[src/rtl/attitude_search_seq.sv]
// -----------------------------------------------------------------------------
// attitude_search_seq
//
// Coarse-to-fine (theta, phi, alpha) test-point generator for the downstream
// scorer. Stage 0 walks a coarse full-range grid. Each later stage walks a
// local 5-point-per-axis window around each of NUM_CAND sorted candidates, and
// the step halves from one stage to the next. Window edges are either clamped
// to the angle range (WRAP=0) or taken modulo 2^ANG_W (WRAP=1).
//
// Ports
//   clk, rst                : clock, asynchronous active-low reset
//   start                   : level, sampled only in IDLE
//   abort                   : synchronous return to IDLE, highest priority
//   sorted_rdy              : strobe, candidate buffer valid for the next stage
//   candidate_angle_buffer  : NUM_CAND x {theta,phi,alpha}, candidate 0 in LSBs
//   point_rdy / point_vld   : point handshake
//   theta, phi, alpha       : current point
//   stage, cand_idx         : current stage / candidate being refined
//   point_cnt               : points accepted in the current stage
//   stage_done, done        : end-of-stage / end-of-search pulses
//   busy                    : high whenever not IDLE
// -----------------------------------------------------------------------------
module attitude_search_seq #(
  parameter int ANG_W       = 12,
  parameter int NUM_CAND    = 10,
  parameter int NUM_STAGE   = 3,
  parameter int STEP0_SHIFT = 8,
  parameter int WRAP        = 0,
  parameter int CNT_W       = 16,
  localparam int SW = (NUM_STAGE > 1) ? $clog2(NUM_STAGE) : 1,
  localparam int CW = (NUM_CAND > 1) ? $clog2(NUM_CAND) : 1
) (
  input  logic                        clk,
  input  logic                        rst,
  input  logic                        start,
  input  logic                        abort,
  input  logic                        sorted_rdy,
  input  logic [NUM_CAND*3*ANG_W-1:0] candidate_angle_buffer,
  input  logic                        point_rdy,
  output logic                        point_vld,
  output logic [ANG_W-1:0]            theta,
  output logic [ANG_W-1:0]            phi,
  output logic [ANG_W-1:0]            alpha,
  output logic [SW-1:0]               stage,
  output logic [CW-1:0]               cand_idx,
  output logic [CNT_W-1:0]            point_cnt,
  output logic                        stage_done,
  output logic                        done,
  output logic                        busy
);

  localparam int CAND_W = 3 * ANG_W;
  localparam logic [ANG_W:0] MAX_A = {1'b0, {ANG_W{1'b1}}};
  localparam logic [ANG_W:0] S0    = {{ANG_W{1'b0}}, 1'b1} << STEP0_SHIFT;

  typedef enum logic [1:0] {IDLE, SWEEP, WAIT_SORT, DONE} state_t;

  // One sweep axis: current value, window start (reload value on carry),
  // window end, and the point index used to end a 5-point wrapped window.
  typedef struct packed {
    logic [ANG_W-1:0] cur;
    logic [ANG_W-1:0] lo;
    logic [ANG_W-1:0] hi;
    logic [2:0]       k;
  } axis_t;

  // Index 2 = theta, 1 = phi, 0 = alpha, matching the candidate packing.
  axis_t [2:0]              ax_q, ax_d;
  state_t                   state_q, state_d;
  logic [ANG_W:0]           step_q, step_d;
  logic [SW-1:0]            stage_q, stage_d;
  logic [CW-1:0]            cand_q, cand_d;
  logic [CNT_W-1:0]         cnt_q, cnt_d;
  logic                     stage_done_q, stage_done_d;
  logic [NUM_CAND*CAND_W-1:0] buf_q, buf_d;

  logic [ANG_W:0]           nxt [3];
  logic [2:0]               last;
  logic                     carry;
  logic [CAND_W-1:0]        cword;

  // Window around centre c for stage s >= 1: half-width S0>>(s-1). Bounds
  // are formed one bit wider so the clamp sees underflow/overflow.
  function automatic axis_t load_axis(input logic [ANG_W-1:0] c, input int s);
    axis_t          a;
    logic [ANG_W:0] w, sum;
    w     = S0 >> (s - 1);
    sum   = {1'b0, c} + w;
    a.lo  = (WRAP == 0 && {1'b0, c} < w) ? '0 : c - w[ANG_W-1:0];
    a.hi  = (WRAP == 0 && sum > MAX_A) ? MAX_A[ANG_W-1:0] : sum[ANG_W-1:0];
    a.cur = a.lo;
    a.k   = '0;
    return a;
  endfunction

  function automatic logic [CAND_W-1:0] cand_word(
    input logic [NUM_CAND*CAND_W-1:0] b, input int i);
    return b[CAND_W*i +: CAND_W];
  endfunction

  always_comb begin
    // NOTE: every variable gets a default before any branch so no path can
    // leave one unassigned and infer a latch; blocking '=' is correct here
    // because this block is purely combinational.
    state_d      = state_q;
    ax_d         = ax_q;
    step_d       = step_q;
    stage_d      = stage_q;
    cand_d       = cand_q;
    cnt_d        = cnt_q;
    stage_done_d = 1'b0;
    buf_d        = buf_q;
    carry        = 1'b0;
    cword        = '0;

    for (int i = 0; i < 3; i++) begin
      nxt[i] = {1'b0, ax_q[i].cur} + step_q;
      // Wrapped windows are exactly 5 points; clamped ones and the stage-0
      // grid end when the next step would pass the window end.
      last[i] = (WRAP != 0 && stage_q != '0) ? (ax_q[i].k == 3'd4)
                                             : (nxt[i] > {1'b0, ax_q[i].hi});
    end

    if (abort) begin
      state_d = IDLE;
      ax_d    = '0;
      stage_d = '0;
      cand_d  = '0;
      cnt_d   = '0;
    end else begin
      unique case (state_q)
        IDLE: begin
          if (start) begin
            state_d = SWEEP;
            for (int i = 0; i < 3; i++) begin
              ax_d[i] = '{cur: '0, lo: '0, hi: MAX_A[ANG_W-1:0], k: '0};
            end
            step_d  = S0;
            stage_d = '0;
            cand_d  = '0;
            cnt_d   = '0;
          end
        end

        SWEEP: begin
          if (point_rdy) begin
            cnt_d = cnt_q + 1'b1;
            // Odometer: alpha innermost, carry ripples toward theta.
            carry = 1'b1;
            for (int i = 0; i < 3; i++) begin
              if (carry) begin
                if (last[i]) begin
                  ax_d[i].cur = ax_q[i].lo;
                  ax_d[i].k   = '0;
                end else begin
                  ax_d[i].cur = nxt[i][ANG_W-1:0];
                  ax_d[i].k   = ax_q[i].k + 3'd1;
                  carry       = 1'b0;
                end
              end
            end
            if (carry) begin
              if (stage_q != '0 && cand_q != CW'(NUM_CAND - 1)) begin
                // Next candidate loads in the handshake cycle: no bubble.
                cand_d = cand_q + 1'b1;
                cword  = cand_word(buf_q, int'(cand_q) + 1);
                for (int i = 0; i < 3; i++) begin
                  ax_d[i] = load_axis(cword[ANG_W*i +: ANG_W], int'(stage_q));
                end
              end else if (stage_q == SW'(NUM_STAGE - 1)) begin
                state_d = DONE;
              end else begin
                state_d      = WAIT_SORT;
                stage_done_d = 1'b1;
              end
            end
          end
        end

        WAIT_SORT: begin
          if (sorted_rdy) begin
            state_d = SWEEP;
            buf_d   = candidate_angle_buffer;
            stage_d = stage_q + 1'b1;
            cand_d  = '0;
            cnt_d   = '0;
            step_d  = S0 >> (int'(stage_q) + 1);
            cword   = cand_word(candidate_angle_buffer, 0);
            for (int i = 0; i < 3; i++) begin
              ax_d[i] = load_axis(cword[ANG_W*i +: ANG_W], int'(stage_q) + 1);
            end
          end
        end

        DONE: state_d = IDLE;

        default: state_d = IDLE;
      endcase
    end
  end

  always_ff @(posedge clk or negedge rst) begin
    if (!rst) begin
      state_q      <= IDLE;
      ax_q         <= '0;
      step_q       <= '0;
      stage_q      <= '0;
      cand_q       <= '0;
      cnt_q        <= '0;
      stage_done_q <= 1'b0;
      // NOTE: the candidate latch is plain flops, not a RAM, so it is reset
      // along with the rest; it never powers up holding stale candidates.
      buf_q        <= '0;
    end else begin
      state_q      <= state_d;
      ax_q         <= ax_d;
      step_q       <= step_d;
      stage_q      <= stage_d;
      cand_q       <= cand_d;
      cnt_q        <= cnt_d;
      stage_done_q <= stage_done_d;
      buf_q        <= buf_d;
    end
  end

  assign point_vld  = (state_q == SWEEP);
  assign busy       = (state_q != IDLE);
  assign done       = (state_q == DONE);
  assign stage_done = stage_done_q;
  assign theta      = ax_q[2].cur;
  assign phi        = ax_q[1].cur;
  assign alpha      = ax_q[0].cur;
  assign stage      = stage_q;
  assign cand_idx   = cand_q;
  assign point_cnt  = cnt_q;

endmodule

[config.mk]
export PLATFORM = sky130hd
export DESIGN_NAME = attitude_search_seq
export DESIGN_NICKNAME = d
export VERILOG_FILES = /design/src/rtl/attitude_search_seq.sv
export SDC_FILE = /design/constraint.sdc
export NUM_CORES = 1
export LEC_CHECK = 0
export CAP_MARGIN = 20
export CORE_UTILIZATION = 50
export DETAILED_ROUTE_END_ITERATION = 8
export HOLD_SLACK_MARGIN = 0.06
export PLACE_DENSITY = 0.75
export SYNTH_ARGS = -nofsm -noshare
export SYNTH_HDL_FRONTEND = slang
export SYNTH_SLANG_ARGS = --single-unit
[constraint.sdc]
create_clock -name clk -period 6.35 [get_ports clk]
set_input_delay 1.5875 -clock clk [delete_from_list [all_inputs] [get_ports clk]]
set_output_delay 1.5875 -clock clk [all_outputs]
set_load 0.03 [all_outputs]
# Word level (Yosys, flattened, before mapping)

Cells that the tools add are included.

Bits in registers: 515
Bits of input ports: 366
Output and inout port bits: 62
Word-level logic and storage cells: 167

Add/subtract/negate cells: 25
Multipliers: 1
$lt $le $gt $ge: 15
Equal/unequal tests: 13
Shift operators: 4
Mux-type cells: 76
Bitwise logic cells: 1
Reductions and logical operators: 13

Operators with widths:

| kind                  | count |
|---|---|
| $mux 117              | 6 |
| $shiftx 360x12->36    | 1 |
| $pmux 117 s3          | 1 |
| $mux 12               | 17 |
| $add 12x13->13        | 9 |
| $shr 9x32->13 const A | 3 |
| $gt 13x12->1 const B  | 6 |
| $lt 12x13->1          | 6 |
| $sub 12x12->12        | 6 |
| $mux 16               | 4 |
| $pmux 16 s3           | 1 |
| $gt 13x12->1          | 3 |
| $mux 13               | 2 |
| $pmux 13 s2           | 1 |
| $mux 4                | 6 |
| $mux 1                | 21 |
| $mux 2                | 9 |
| $add 16x1->16 const B | 1 |
| $mux 3                | 5 |
| $ne 3x3->1 const B    | 4 |
| $pmux 4 s3            | 1 |
| $add 3x1->3 const B   | 3 |
| $mul 4x5->9 const A   | 1 |
| $pmux 2 s4            | 1 |
| 22 further kinds      | 30 |

# Depth between registers and ports, before layout

Gate-level depths: netlist (run 1).

Depth after elaboration: 18
Depth in mapped cells: 20
Depth with buffers taken out: 17

# Worst setup path before layout (run 1)

Ideal clock, no wire load.

Path kind: register -> register
Start point: register cand_q[0] (netlist: cand_idx[0])
End point: register ax_q, in the netlist theta[0]
Setup time: 0.131 ns
Arrival: 4.530 ns
Required time: 6.219 ns
Path slack: 1.689 ns
Cell stages (with the launch flop): 17
Buffers on the path: 5
Period minus slack after synthesis: 4.661 ns
Cell sequence: dfrtp_1 > buf_6 > buf_2 > buf_2 > buf_1 > mux4_2 > mux2i_1 > o21ai_0 > ha_1 > o311a_1 > o41ai_1 > o2111ai_1 > nor2_1 > or4_1 > buf_2 > nor2_1 > or3_1

Cells in the longest elaborated chain, start to end: 10
Elaborated cells on any way between the ends: 13
Those cells by class: add/sub (2); mul (1); order compare (1); eq/ne (1); shift (1); mux (6); reduce/logical (1)

Ends and longest elaborated chain:

| element                                               | RTL line | text |
|---|---|---|
| start: declaration                                    | 72       | `logic [CW-1:0] cand_q, cand_d;` |
| start signal: assignment                              | 219      | `cand_q <= cand_d;` |
| $add 4x1->5                                           | 166      | `cword = cand_word(buf_q, int'(cand_q) + 1);` |
| $mul 4x5->9                                           | 98       | `return b[CAND_W*i +: CAND_W];` |
| $shiftx 360x12->36                                    | 98       |  |
| $sub 12x12->12 / $lt 12x13->1 (equally long branches) | 89       | `a.lo = (WRAP == 0 && {1'b0, c} < w) ? '0 : c - w[ANG_W-1:0];` |
| $mux 12                                               | 89       |  |
| $mux 117 (*)                                          | 163      | `if (stage_q != '0 && cand_q != CW'(NUM_CAND - 1)) begin` |
| $mux 117 (*)                                          | 162      | `if (carry) begin` |
| $mux 117 (*)                                          | 146      | `if (point_rdy) begin` |
| $pmux 117 s3 (*)                                      | 131      | `unique case (state_q)` |
| $mux 117 (*)                                          | 124      | `if (abort) begin` |
| end signal: assignment                                | 205      | `ax_q <= '0;` |
| end signal: assignment                                | 216      | `ax_q <= ax_d;` |
| end: declaration                                      | 68       | `axis_t [2:0] ax_q, ax_d;` |

Mark *: on every way between the ends. The rest lies on a longest branch, timed or not. The select of a mux whose other input is x is not followed.
A chain may end at the register's enable or synchronous reset.

# Worst setup path after layout (run 1)

Start point: register step_q[4]
End point: register ax_q[92] in the netlist's numbering

Cells in the longest elaborated chain, start to end: 16
Elaborated cells on any way between the ends: 22
Those cells by class: add/sub (3); order compare (3); eq/ne (1); mux (14); reduce/logical (1)

Ends and longest elaborated chain:

| element                        | RTL line | text |
|---|---|---|
| start: declaration             | 70       | `logic [ANG_W:0] step_q, step_d;` |
| start signal: assignment       | 217      | `step_q <= step_d;` |
| $add 12x13->13                 | 117      | `nxt[i] = {1'b0, ax_q[i].cur} + step_q;` |
| $gt 13x12->1                   | 121      | `: (nxt[i] > {1'b0, ax_q[i].hi});` |
| $mux 1                         | 152      | `if (last[i]) begin` |
| $mux 1                         | 146      |  |
| $mux 1                         | 131      |  |
| $mux 1                         | 124      |  |
| $mux 1                         | 151      | `if (carry) begin` |
| $mux 1                         | 146      |  |
| $mux 1                         | 131      |  |
| $mux 1                         | 124      |  |
| $mux 1 (*)                     | 151      |  |
| $mux 1 (*)                     | 146      |  |
| $mux 1 (*)                     | 131      |  |
| $mux 1 (*)                     | 124      |  |
| $ne 3x2->1 (no line) (*)       | -        |  |
| $reduce_and 6->1 (no line) (*) | -        |  |

Marked as above.

==> flow_summary.toml, run 1 <==
[clock_tree]
cts_buffers = 50
clk_pin_slew_ps = 70
cts-root-buf = "clkbuf_16"
clkLatencyLatePin_ps = 610
cts_buffer_depth = 3
h-tree-depth = 2
post-cts-setup-buffers = 0
cts_hold_buf = 0
post_cts_resized = 0
cts_tree = "built"
cts_num_sinks = 462

[hold_path]
hold_path_end = "alpha[0]"
hold-path-cell-count = 1
min_path_type = "flop to flop"
hold_start = "ax_q[15]"

[global_routing]
grt_start_max_net_pins = 141
grt_pass1_vias = 21730
grt.overflow.total = 0
grt_pass1_wl_um = 130400
antenna_found_initial = 26
track_usage = 0.3075

[synthesis]
yosysSeqAreaShare = 0.4257
synth_area_um2 = 27160
synth_edf_count = 0
synth-main-ff-cell = "dfrtp_1"
avgSynthCellArea_um2 = 11.37
synthCells = 2389
yosys_warnings = 0
synth-async-reset-ratio = 1.000
synth-seq-cells = 462
ys_types = 89

[timing]
whs_ps = 490.8
setup_viol = 0
worst_slew_pin_slew_ps = 1127
max_freq_ghz = 0.1859
final.setup.tns_ps = 0
final.min_clock_period_ps = 5379
relSlewSlack = 0.2427
timing.final.ws_setup_ps = 970.6
final-hold-violation-count = 0
fin_skew_ps = 31.65
rsz0062_at_grt = "false"
min_period_over_period = 0.8472
slew_viol_final = 0

[routing]
drt_iter0_drc = 1707
routedWlPerCell_um = 24.12
totalWireLength_um = 85060
vias = 21280
drtAntennaViolNets = 0
viasPerCell = 6.036
dr.pass1.iters = 6
drc = 0

[die]
rows = 85
coreArea_um2 = 53710
die-area_um2 = 55250
die_x_um = 235.1
pin_count = 428
die_h_um = 235.1
start_util = 0.5056

[setup_path]
ff2ff_path_depth = 19
path_cells = "ha_1 > inv_1 > fa_1 > nor2b_1 > o21ai_0 > a21boi_0 > o21ai_0 > xnor2_1 > ha_1 > a21o_1 > a21oi_1 > o21ai_0 > o31a_1 > o22a_1 > buf_4 > a31oi_4 > buf_4 > nor2_1 > a221oi_1"
critPathKind = "flop to flop"
reg2reg_slack_ps = 970
cp_slowest_cell = "a31oi_4"
critPathArrivalTime_ps = 5860
critPathLaunchType = "flop"
worst_ep_required_time_ps = 6830
r2r-start = "step_q[4]"
critical_path.max_stage_delay_ps = 700
crit_top_cell = "o21ai_0"
cp_max_fo = 27
crit-reg2reg-capture = "ax_q[92]"
crit_path_end_kind = "flop"
path_buf_inv = 3
cp_top_family = "compound AO/OA/AOI/OAI gates"

[flow_run]
cap_violations = 0

[place]
port_buffers = 427
dp_hpwl_um = 65420
gp_congestion = 1.033
dp_slack_ps = 1092

[final_layout]
area_growth_pct = 24.47
utilization = 0.6293
layout_common_cells = "dfrtp_1 (460), clkdlybuf4s50_1 (426), mux2_2 (329)"
drive_above_1_share = 0.1946
nets = 3297
layout_commonest_cell = "dfrtp_1"

[power_and_ir_drop]
vdd_drop_max_v = 0.0002696
p_leak_nw = 14.72
p_per_area_nw_per_um2 = 408.8

[status]
outcome = "completed"
synth_stat cells, drive strengths merged (6+ instances only):
| master | n | area, um2 |
|---|---|---|
| a211o | 8 | 70.07 |
| a211oi | 28 | 215.2 |
| a21o | 22 | 165.2 |
| a21oi | 65 | 325.3 |
| a221o | 35 | 350.3 |
| a221oi | 17 | 155.1 |
| a22o | 41 | 359.1 |
| a22oi | 12 | 103.9 |
| a31oi | 10 | 62.56 |
| and2 | 10 | 62.56 |
| and3 | 12 | 75.07 |
| buf | 73 | 465.5 |
| clkbuf | 97 | 364.1 |
| dfrtp | 462 | 11560 |
| fa | 12 | 240.2 |
| ha | 143 | 1789 |
| inv | 100 | 375.4 |
| mux2 | 329 | 3705 |
| mux2i | 47 | 470.5 |
| mux4 | 70 | 1607 |
| nand2 | 133 | 506.7 |
| nand2b | 21 | 131.4 |
| nand3 | 27 | 135.1 |
| nand3b | 6 | 45.04 |
| nand4 | 9 | 71.32 |
| nor2 | 144 | 543.0 |
| nor2b | 22 | 137.6 |
| nor3 | 38 | 190.2 |
| nor4 | 6 | 43.79 |
| o2111ai | 8 | 70.07 |
| o211ai | 23 | 172.7 |
| o21a | 22 | 165.2 |
| o21ai | 115 | 583.1 |
| o21bai | 9 | 67.56 |
| o22ai | 26 | 162.7 |
| o31ai | 10 | 75.07 |
| or2 | 6 | 37.54 |
| or3 | 17 | 106.4 |
| xnor2 | 66 | 578.1 |
| xor2 | 18 | 157.7 |
cells by family after synthesis:
group,Yosys count,synth area share
buffers and inverters,271,0.04451
xor gates and xnor gates,84,0.02709
and+or+nand+nor,466,0.08197
AOI/OAI and AO/OA,503,0.1328
DFF,462,0.4257
muxes,446,0.2129
other,2,0.0002765
adders and majority gates,155,0.07473
flip-flops by register name, indices dropped and copies added (netlist names):
register    cells
stage_done      1
stage           2
step_q          5
state_q         2
alpha          12
theta          12
cand_idx        4
ax_q           72
point_cnt      16
phi            12
buf_q         324
power by group:
part | switching [mW] | total, mW | internal (mW) | leakage [nW]
sequential | 0.646 | 4.76 | 4.12 | 5.82
combinational | 3.25 | 6.09 | 2.84 | 8.10
clock | 1.28 | 2.96 | 1.69 | 0.804
total | 5.17 | 13.8 | 8.64 | 14.7
routing by layer:
metal  vias up  wire length [um]  track usage
li1       9527                 -            -
met1     10690             35100       0.4005
met2       872             40200       0.5012
met3       167              7114      0.08235
met4        26              2488      0.09370
met5         -               155            0
worst reg2reg max path: stages, from the launching register on:
cell      delay, ps
dfrtp_1         420
ha_1            220
inv_1            60
fa_1            410
nor2b_1         120
o21ai_0         100
a21boi_0        380
o21ai_0         180
xnor2_1         300
ha_1            320
a21o_1          160
a21oi_1         170
o21ai_0         150
o31a_1          300
o22a_1          260
buf_4           200
a31oi_4         700
buf_4           450
nor2_1           90
a221oi_1        280
worst max path at each step:
| stage | startpoint | end | slack (ps) | cells past startpoint |
|---|---|---|---|---|
| finish | step_q[4] | ax_q[92] | 970 | 19 |
| global route | step_q[4] | ax_q[92] | 560 | 19 |
| CTS | step_q[4] | ax_q[92] | 1040 | 19 |
| detailed placement | step_q[4] | ax_q[92] | 1090 | 19 |
| floorplan | cand_idx[0] | theta[0] | 1690 | 16 |
| global placement | cand_idx[0] | theta[0] | 1280 | 13 |
layout make-up:
| class | instances | area [um2] |
|---|---|---|
| clock inverter | 15 | 166.4 |
| fill | 4155 | 19910 |
| timing repair buffer | 471 | 4726 |
| antenna | 14 | 35.03 |
| multi-input combinational | 1690 | 14550 |
| inverter | 101 | 379.1 |
| clock buffer | 77 | 1504 |
| sequential | 462 | 11570 |
| tap | 696 | 870.8 |
per-stage QoR:
step / total power [mW] / cells / area, um2
final: 13.82 / 3526 / 33800
after global routing: 14.57 / 3523 / 33790
after CTS: 13.75 / 3512 / 33760
after detailed placement: 10.75 / 3420 / 32090
after global placement: 10.48 / 3419 / 32080
after floorplan: 8.814 / 2423 / 27280
No activity file was read; power rests on OpenSTA's default activity.
==> run 2, diff against run 1 <==
--- a/config.mk
+++ b/config.mk
@@ -9,7 +9,7 @@
 export CORE_UTILIZATION = 50
 export DETAILED_ROUTE_END_ITERATION = 8
 export HOLD_SLACK_MARGIN = 0.06
-export PLACE_DENSITY = 0.75
+export PLACE_DENSITY = 0.78
 export SYNTH_ARGS = -nofsm -noshare
 export SYNTH_HDL_FRONTEND = slang
 export SYNTH_SLANG_ARGS = --single-unit
==> constraint.sdc (replaced) <==
create_clock -name clk -period 4.9 [get_ports clk]
set_input_delay 1.225 -clock clk [delete_from_list [all_inputs] [get_ports clk]]
set_output_delay 1.225 -clock clk [all_outputs]
set_load 0.03 [all_outputs]
==> run 2 against run 1 <==
Effect of this change: global-route usage is 0.97 points higher; clock-buffer cell count is 7 lower; via count is 1.0% higher; wire length is 3.4% higher; non-clock buffer count is 79 higher; sequential cell count stayed put; clock skew is 17 ps lower; critical endpoint is now phi[0]; largest cell class unchanged.
==> flow_summary.toml, run 2 (same netlist as run 1, synthesis figures left out) <==
[status]
outcome = "completed"

[global_routing]
grt.overflow.total = 0
track_usage = 0.3171
grt_pass1_wl_um = 133800
antenna_found_initial = 26
grt_start_max_net_pins = 97
grt_pass1_vias = 22450

[timing]
timing.final.ws_setup_ps = 220.3
setup_viol = 0
final.setup.tns_ps = 0
relSlewSlack = 0.3438
min_period_over_period = 0.9550
whs_ps = 490.3
fin_skew_ps = 14.35
rsz0062_at_grt = "false"
final.min_clock_period_ps = 4680
max_freq_ghz = 0.2137
final-hold-violation-count = 0
worst_slew_pin_slew_ps = 980.7
slew_viol_final = 0

[routing]
vias = 21500
drc = 0
routedWlPerCell_um = 24.35
dr.pass1.iters = 6
totalWireLength_um = 87940
drt_iter0_drc = 1484
drtAntennaViolNets = 0
viasPerCell = 5.952

[setup_path]
crit_path_end_kind = "flop"
cp_max_fo = 7
critPathArrivalTime_ps = 5200
critPathKind = "flop to flop"
worst_ep_required_time_ps = 5420
critPathLaunchType = "flop"

[final_layout]
fin_cells = 3612
largest_reg_flops = 324
drive_above_1_share = 0.2190
top_register = "buf_q"
nets = 3377
layout_commonest_cell = "dfrtp_1"
layout_common_cells = "dfrtp_1 (460), clkdlybuf4s50_1 (426), mux2_2 (329)"
area_growth_pct = 27.51

[clock_tree]
cts_hold_buf = 0
cts_buffers = 51
clk_pin_slew_ps = 60
h-tree-depth = 2
cts_num_sinks = 462
cts_buffer_depth = 3
cts-root-buf = "clkbuf_16"
cts_tree = "built"
clkLatencyLatePin_ps = 620

[power_and_ir_drop]
vdd_drop_max_v = 0.0003796
p_per_area_nw_per_um2 = 534.5
p_leak_nw = 15.23

[die]
start_util = 0.5056
coreArea_um2 = 53710
die_h_um = 235.1
die-area_um2 = 55250
pin_count = 428
die_x_um = 235.1
rows = 85

[place]
gp_congestion = 0.9542
dp_hpwl_um = 68560
placedCellCount = 3496
port_buffers = 427
dp_slack_ps = 169.4

[flow_run]
cap_violations = 0

[hold_path]
min_path_type = "flop to flop"
run 2: cell types whose count changed in the layout (fill, tap and decap cells not counted), moves of 2 or more:
cell	previous run	this run
buf_4	34	102
buf_12	9	21
diode_2	14	21
clkbuf_1	13	7
clkinv_2	4	8
clkinv_4	1	5
clkinvlp_4	5	1
bufinv_16	1	3
clkbuf_8	13	11
inv_6	1	3
run 2: final timing paths:
check                               from  slack (ps)  depth (start not counted)    endpoint
worst max-delay path              phi[4]         220                         19      phi[0]
worst min-delay path            ax_q[42]         490                          2    ax_q[42]
worst max register to register    phi[4]         220                         19      phi[0]
worst min register to register  ax_q[42]         490                          2    ax_q[42]
max in group asynchronous            rst        3160                          2  buf_q[158]
min in group asynchronous            rst         600                          1   ax_q[103]
run 2: routing by layer:
layer	global-route usage	share of wire	vias to the layer above
li1	-	-	9676
met5	0	0.0011	-
met4	0.1182	0.032	14
met2	0.5186	0.48	849
met1	0.4084	0.41	10790
met3	0.07742	0.079	172
run 2: report_power, final:
part | switching, mW | internal [mW]
registers | 0.873 | 5.34
logic | 4.39 | 3.94
clock network | 1.68 | 2.29
total | 6.94 | 11.6
run 2: layout make-up:
class	count	area [um2]
Fill cell	4112	19080
Tap cell	696	870.8
Sequential cell	462	11570
Clock buffer	70	1479
Antenna cell	21	52.55
Inverter	101	379.1
Clock inverter	22	257.7
Multi-Input combinational cell	1690	14550
Timing Repair Buffer	550	5465
run 2: what timing repair did:
| item | CTS | global route |
|---|---|---|
| setup endpoints to repair | 0 | 31 |
| buffers inserted | 0 | 3 |
| gates resized for setup | 0 | 1 |
run 2: critical path, stage by stage, from the launching register on:
cell     delay, ps
dfrtp_1        490
ha_1           300
inv_1           80
fa_1           410
nor2b_1        170
o31a_1         160
o21ai_1        160
xnor2_1        200
ha_1           310
a21o_1         120
a21oi_1         90
a21oi_1        210
o21a_1         300
o22ai_1        140
buf_4          170
buf_4          140
or4_1          630
buf_4          210
buf_4          130
o21ai_0        160
run 2: stage by stage:
stage / area (um2) / power [mW] / utilization
4_1_cts: 34540 / 18.39 / 0.6430
2_1_floorplan: 27280 / 11.42 / -
3_3_place_gp: 32800 / 13.99 / 0.6107
5_1_grt: 34610 / 19.48 / 0.6445
3_5_place_dp: 32800 / 14.34 / 0.6107
6_report: 34630 / 18.51 / 0.6447
